**src/rtl/spi_slave_cfg.sv**
```systemverilog
// SPI slave with configurable mode, word width and bit order, TX holding register and RX output stage.
// Optional macro SPI_SLAVE_CFG_RX_FIFO_EN replaces the single RX register with a 4-entry FIFO.
module spi_slave_cfg #(
  parameter int P_DATA_W    = 8,
  parameter int P_CPOL      = 0,
  parameter int P_CPHA      = 0,
  parameter int P_LSB_FIRST = 0
) (
  input  logic                i_clk,
  input  logic                i_rst,
  input  logic                i_spi_s_sck,
  input  logic                i_spi_s_cs_n,
  input  logic                i_spi_s_mosi,
  output logic                o_spi_s_miso,
  output logic                o_spi_s_miso_oe,
  input  logic [P_DATA_W-1:0] i_tx_data,
  input  logic                i_tx_valid,
  output logic                o_tx_ready,
  output logic [P_DATA_W-1:0] o_rx_data,
  output logic                o_rx_valid,
  input  logic                i_rx_ready,
  output logic                o_rx_overrun,
  output logic                o_tx_underrun,
  output logic                o_busy
);

  localparam int   CNT_W = $clog2(P_DATA_W);
  localparam logic CPOL_L = (P_CPOL != 0);
  localparam logic CPHA_L = (P_CPHA != 0);
  localparam logic LSB_L  = (P_LSB_FIRST != 0);

  logic [1:0] sck_sync, cs_sync, mosi_sync;
  logic       sck_d, cs_d;
  logic       sck_s, cs_s, mosi_s;
  logic       sck_rise, sck_fall, lead_edge, trail_edge;
  logic       sample_edge, shift_edge, cs_fall;
  logic       last_bit, word_done, word_start, tx_write;

  logic [CNT_W-1:0]    bit_cnt;
  logic [P_DATA_W-1:0] rx_shift, rx_word;
  logic [P_DATA_W-1:0] tx_shift, hold_data, load_word;
  logic                hold_full, miso_q, underrun_q;

  function automatic logic first_bit(input logic [P_DATA_W-1:0] w);
    return LSB_L ? w[0] : w[P_DATA_W-1];
  endfunction

  function automatic logic [P_DATA_W-1:0] shift_out(input logic [P_DATA_W-1:0] w);
    return LSB_L ? (w >> 1) : (w << 1);
  endfunction

  always_ff @(posedge i_clk or posedge i_rst) begin
    if (i_rst) begin
      sck_sync  <= {2{CPOL_L}};
      cs_sync   <= 2'b11;
      mosi_sync <= 2'b00;
      sck_d     <= CPOL_L;
      cs_d      <= 1'b1;
    end else begin
      sck_sync  <= {sck_sync[0], i_spi_s_sck};
      cs_sync   <= {cs_sync[0], i_spi_s_cs_n};
      mosi_sync <= {mosi_sync[0], i_spi_s_mosi};
      sck_d     <= sck_sync[1];
      cs_d      <= cs_sync[1];
    end
  end

  assign sck_s  = sck_sync[1];
  assign cs_s   = cs_sync[1];
  assign mosi_s = mosi_sync[1];

  // Edges only count while selected; after reset CSn reads high until a fresh falling edge.
  assign sck_rise    = sck_s & ~sck_d;
  assign sck_fall    = ~sck_s & sck_d;
  assign lead_edge   = CPOL_L ? sck_fall : sck_rise;
  assign trail_edge  = CPOL_L ? sck_rise : sck_fall;
  assign sample_edge = ~cs_s & (CPHA_L ? trail_edge : lead_edge);
  assign shift_edge  = ~cs_s & (CPHA_L ? lead_edge : trail_edge);
  assign cs_fall     = cs_d & ~cs_s;

  assign last_bit   = (bit_cnt == CNT_W'(P_DATA_W - 1));
  assign word_done  = sample_edge & last_bit;
  assign word_start = cs_fall | word_done;
  assign rx_word    = LSB_L ? {mosi_s, rx_shift[P_DATA_W-1:1]} : {rx_shift[P_DATA_W-2:0], mosi_s};
  assign load_word  = hold_full ? hold_data : '0;
  assign tx_write   = i_tx_valid & ~hold_full;

  always_ff @(posedge i_clk or posedge i_rst) begin
    if (i_rst) begin
      bit_cnt  <= '0;
      rx_shift <= '0;
    end else if (cs_s) begin
      bit_cnt  <= '0;
      rx_shift <= '0;
    end else if (sample_edge) begin
      rx_shift <= rx_word;
      bit_cnt  <= last_bit ? '0 : bit_cnt + CNT_W'(1);
    end
  end

  // In mode 0 the first bit goes out at CS fall; otherwise the next shift edge presents it.
  always_ff @(posedge i_clk or posedge i_rst) begin
    if (i_rst) begin
      tx_shift   <= '0;
      miso_q     <= 1'b0;
      hold_data  <= '0;
      hold_full  <= 1'b0;
      underrun_q <= 1'b0;
    end else begin
      underrun_q <= word_start & ~hold_full;
      if (cs_s) begin
        tx_shift <= '0;
        miso_q   <= 1'b0;
      end else if (word_start) begin
        if (cs_fall && !CPHA_L) begin
          miso_q   <= first_bit(load_word);
          tx_shift <= shift_out(load_word);
        end else begin
          tx_shift <= load_word;
        end
      end else if (shift_edge) begin
        miso_q   <= first_bit(tx_shift);
        tx_shift <= shift_out(tx_shift);
      end
      if (word_start) hold_full <= 1'b0;
      if (tx_write) begin
        hold_data <= i_tx_data;
        hold_full <= 1'b1;
      end
    end
  end

  assign o_spi_s_miso    = miso_q;
  assign o_spi_s_miso_oe = ~cs_s;
  assign o_busy          = ~cs_s;
  assign o_tx_ready      = ~hold_full;
  assign o_tx_underrun   = underrun_q;

`ifdef SPI_SLAVE_CFG_RX_FIFO_EN
  logic [P_DATA_W-1:0] fifo_mem [4];
  logic [1:0]          wr_ptr, rd_ptr;
  logic [2:0]          fifo_cnt;
  logic                fifo_full, pop, push_ok, overrun_q;

  assign o_rx_valid = (fifo_cnt != 3'd0);
  assign fifo_full  = (fifo_cnt == 3'd4);
  assign pop        = o_rx_valid & i_rx_ready;
  assign push_ok    = word_done & (~fifo_full | pop);
  assign o_rx_data  = fifo_mem[rd_ptr];

  always_ff @(posedge i_clk or posedge i_rst) begin
    if (i_rst) begin
      for (int i = 0; i < 4; i++) fifo_mem[i] <= '0;
      wr_ptr    <= '0;
      rd_ptr    <= '0;
      fifo_cnt  <= '0;
      overrun_q <= 1'b0;
    end else begin
      overrun_q <= word_done & fifo_full & ~pop;
      if (push_ok) begin
        fifo_mem[wr_ptr] <= rx_word;
        wr_ptr           <= wr_ptr + 2'd1;
      end
      if (pop) rd_ptr <= rd_ptr + 2'd1;
      fifo_cnt <= fifo_cnt + {2'b00, push_ok} - {2'b00, pop};
    end
  end
  assign o_rx_overrun = overrun_q;
`else
  logic [P_DATA_W-1:0] rx_data_q;
  logic                rx_valid_q, consume, overrun_q;

  assign consume = rx_valid_q & i_rx_ready;

  always_ff @(posedge i_clk or posedge i_rst) begin
    if (i_rst) begin
      rx_data_q  <= '0;
      rx_valid_q <= 1'b0;
      overrun_q  <= 1'b0;
    end else begin
      overrun_q <= word_done & rx_valid_q & ~consume;
      if (word_done && (!rx_valid_q || consume)) begin
        rx_data_q  <= rx_word;
        rx_valid_q <= 1'b1;
      end else if (consume) begin
        rx_valid_q <= 1'b0;
      end
    end
  end
  assign o_rx_data    = rx_data_q;
  assign o_rx_valid   = rx_valid_q;
  assign o_rx_overrun = overrun_q;
`endif

endmodule

```
**config.mk**
```make
export PLATFORM = sky130hd
export DESIGN_NAME = spi_slave_cfg
export DESIGN_NICKNAME = d
export VERILOG_FILES = /design/src/rtl/spi_slave_cfg.sv
export SDC_FILE = /design/constraint.sdc
export NUM_CORES = 1
export LEC_CHECK = 0
export BUFFER_PORTS_ARGS = -buffer_cell sky130_fd_sc_hd__buf_4
export CELL_PAD_IN_SITES_DETAIL_PLACEMENT = 1
export CELL_PAD_IN_SITES_GLOBAL_PLACEMENT = 1
export CORE_ASPECT_RATIO = 1.4
export CORE_MARGIN = 2
export CORE_UTILIZATION = 45
export DETAILED_ROUTE_END_ITERATION = 12
export GPL_ROUTABILITY_DRIVEN = 1
export HOLD_SLACK_MARGIN = 0.08
export MAX_ROUTING_LAYER = met4
export PLACE_DENSITY = 0.77
export SYNTH_ARGS = -nofsm -noshare
export SYNTH_HDL_FRONTEND = slang
export SYNTH_SLANG_ARGS = --single-unit
```
**constraint.sdc**
```tcl
create_clock -name i_clk -period 2.4 [get_ports i_clk]
set_clock_uncertainty 0.1 [all_clocks]
set_input_delay 0.48 -clock i_clk [delete_from_list [all_inputs] [get_ports i_clk]]
set_output_delay 0.48 -clock i_clk [all_outputs]
set_load 0.01 [all_outputs]
```
==> out/metrics.json <==
{
  "drt-wirelength-per-cell_microns": 15.29,
  "grt_overflow_total": 0,
  "floorplan.initialDensity": 0.4567,
  "ant_nets": 0,
  "data_arrival_time_at_the_worst_slack_endpoint_ps": 1320,
  "area_growth_pct": 18.72,
  "setup_tns_ps": 0,
  "clkTransAtPathRegs_ps": 90,
  "portBuffers": 29,
  "worstPathRequired_ps": 1820,
  "timing.reg2reg.worst_path_depth": 6,
  "period_needed_ps": 1904,
  "register_to_register_setup_slack_ps": 520,
  "post_synth_num_cell_types": 28,
  "dominantRegCellSynth": "dfrtp_1",
  "antenna-diode-count": 0,
  "fraction_of_final_layout_cells_with_drive_strength_greater_than_1": 0.2929,
  "htree_levels": 2,
  "synth.yosys.seq_area_share": 0.5789,
  "finalSetupViolCount": 0,
  "clockBufferDepth": 2,
  "rsz0062_at_grt": "no",
  "finalHoldViolations": 0,
  "die-area_sq_um": 5091,
  "grt_start_max_net_pins": 22,
  "final_util": 0.5422,
  "drt_drc_violations_left": 0,
  "post_layout_nonfiller_instances": 260,
  "top_level_ports": 30,
  "fp.dieH_microns": 83.63,
  "post_synthesis_net_count": 183,
  "layout.filler_cells": 485,
  "drt_wl_total_microns": 3975,
  "cts.sinks": 47,
  "timing.critical_path.from_type": "flip-flop",
  "track_usage": 0.1847,
  "holdWs_ps": 110.9,
  "leakagePower_nw": 1.220,
  "wire_length_of_the_first_global_routing_pass_microns": 6720,
  "detail_route.first_pass.iterations": 5,
  "globalplace.congestion": 0.7565,
  "rr_endpoint": "tx_shift[4]$_DFFE_PP0P_",
  "numPlacedInstances": 252,
  "synth_cells": 166,
  "grt_pass1_vias": 1415,
  "run_status": "finished clean",
  "setup.worst_path.start": "cs_sync[1]$_DFF_PP1_",
  "netlist_area_sq_um": 2038,
  "placement_rows": 29,
  "critical_path.endpoint": "o_spi_s_miso_oe",
  "slew_limit_fails": 0,
  "cts_stage_hold_buffer_count": 0,
  "tritoncts": "done",
  "dr.first_iter.drc_count": 27,
  "synth-async-reset-ratio": 1.000,
  "rr_startpoint": "bit_cnt[0]$_DFFE_PP0P_",
  "synth_enable_flop_cells": 0,
  "timing.critical_path.to_type": "output port",
  "finalNetCount": 214,
  "antenna_found_initial": 0,
  "via_count": 1301,
  "timing.max_slew.rel_slack": 0.4996,
  "core_area_sq_um": 4463,
  "power_density_nw_per_um2": 730.3,
  "hp-class": "in2async",
  "clock_insertion_delay_worst_skew_ps": 310,
  "cts_made_buffers": 5,
  "max_cap_violations": 0,
  "setup.worst_path.class": "reg2out",
  "ys_warn_count": 0,
  "post_drt_via_cell_ratio": 5.004,
  "worst_slew_pin_slew_ps": 745.9,
  "max-vdd-ir-drop_mv": 0.4222,
  "max_clock_freq_mhz": 525.3,
  "hpwl_microns": 2957,
  "critical_path.max_fanout": 16,
  "postSynthAreaPerCell_sq_um": 12.28,
  "fp.dieW_microns": 60.88,
  "ys_ff_latch": 47,
  "min_period_over_period": 0.7932,
  "cts.root.buffer_cell": "clkbuf_8",
  "cts_setup_buffers": 0,
  "ctsResizeCount": 0
}
==> area by class of cell <==
class                   instances  area [sq um]  area share
repair buffers                 33         260.3      0.1075
clock inverters                 2         35.03     0.01448
multi-input cells             107         773.2      0.3195
clock buffers                   6         82.58     0.03413
inverters                       3         11.26    0.004654
well taps                      62         77.57     0.03206
flip-flops and latches         47          1180      0.4876
==> cells by family after synthesis <==
kind of cell,synth area share
compound gates,0.07857
simple gates,0.1166
buf+inv,0.04174
flops,0.5789
fa+ha+maj,0.01228
mux,0.1719
==> where the power goes <==
group | switching, mW | total, mW | internal (mW)
Sequential | 0.0544 | 0.922 | 0.867
Clock | 0.268 | 0.605 | 0.337
Combinational | 0.123 | 0.240 | 0.117
==> worst max-delay path: stages, from the launching register on <==
cell	delay (ps)
dfstp_2	740
inv_1	120
buf_4	160
==> cells in the final DEF, fill, tap and decap left out, drive strengths merged, types with 2 or more instances in the layout <==
cell    netlist  layout
nand2        36      36
clkbuf        2       6
inv           3       2
mux2         16      16
a21oi        11      11
a21o          2       2
ha            2       2
dfstp         3       3
clkinv        0       2
mux2i        14      14
nor2b         3       3
buf           7      33
dfrtp        44      44
o21ai         7       7
o31ai         2       2
nor2          5       5
nand2b        4       4
==> flip-flops by register name, summed over array words and instances (netlist names) <==
name           flops
cs_d               1
hold_data          8
o_rx_overrun       1
bit_cnt            3
sck_sync           2
tx_shift           8
o_spi_s_miso       1
hold_full          1
o_rx_valid         1
o_tx_underrun      1
sck_d              1
rx_shift           7
cs_sync            2
o_rx_data          8
mosi_sync          2
==> how the worst min path moves through the flow <==
stage,to,slack (ps),start
3_5_place_dp,sck_sync[1]$_DFF_PP0_,240,sck_sync[0]$_DFF_PP0_
5_1_grt,sck_d$_DFF_PP0_,130,i_rst
2_1_floorplan,mosi_sync[1]$_DFF_PP0_,230,mosi_sync[0]$_DFF_PP0_
3_3_place_gp,sck_sync[1]$_DFF_PP0_,230,sck_sync[0]$_DFF_PP0_
6_report,bit_cnt[0]$_DFFE_PP0P_,110,i_rst
4_1_cts,rx_shift[3]$_DFFE_PP0P_,120,i_rst
==> routing by layer <==
layer	up-vias	GRT usage	wire length, microns
met4	0	0.07510	68
li1	617	-	-
met5	-	-	0
met3	8	0.04651	132
met1	650	0.1936	1451
met2	26	0.3177	2323
==> synth_stat cells (3+ instances only) <==
| cell type | count | area share |
|---|---|---|
| mux2_4 | 8 | 0.059 |
| nand2_1 | 36 | 0.066 |
| a21oi_1 | 11 | 0.027 |
| nand2b_1 | 3 | 0.0092 |
| mux2_1 | 8 | 0.044 |
| o21ai_1 | 7 | 0.017 |
| dfstp_2 | 3 | 0.039 |
| inv_1 | 3 | 0.0055 |
| dfrtp_1 | 44 | 0.54 |
| mux2i_1 | 14 | 0.069 |
| nor2_1 | 5 | 0.0092 |
==> through the flow <==
step	setup slack, ps	area (sq um)	power, mW
finish	496.4	2420	1.767
floorplan	652.4	2038	1.097
global route	411.3	2420	1.856
detailed placement	537.8	2302	1.180
global placement	639.2	2302	1.164
CTS	474.1	2420	1.790
Note: power is estimated with default switching activity, not from simulation.
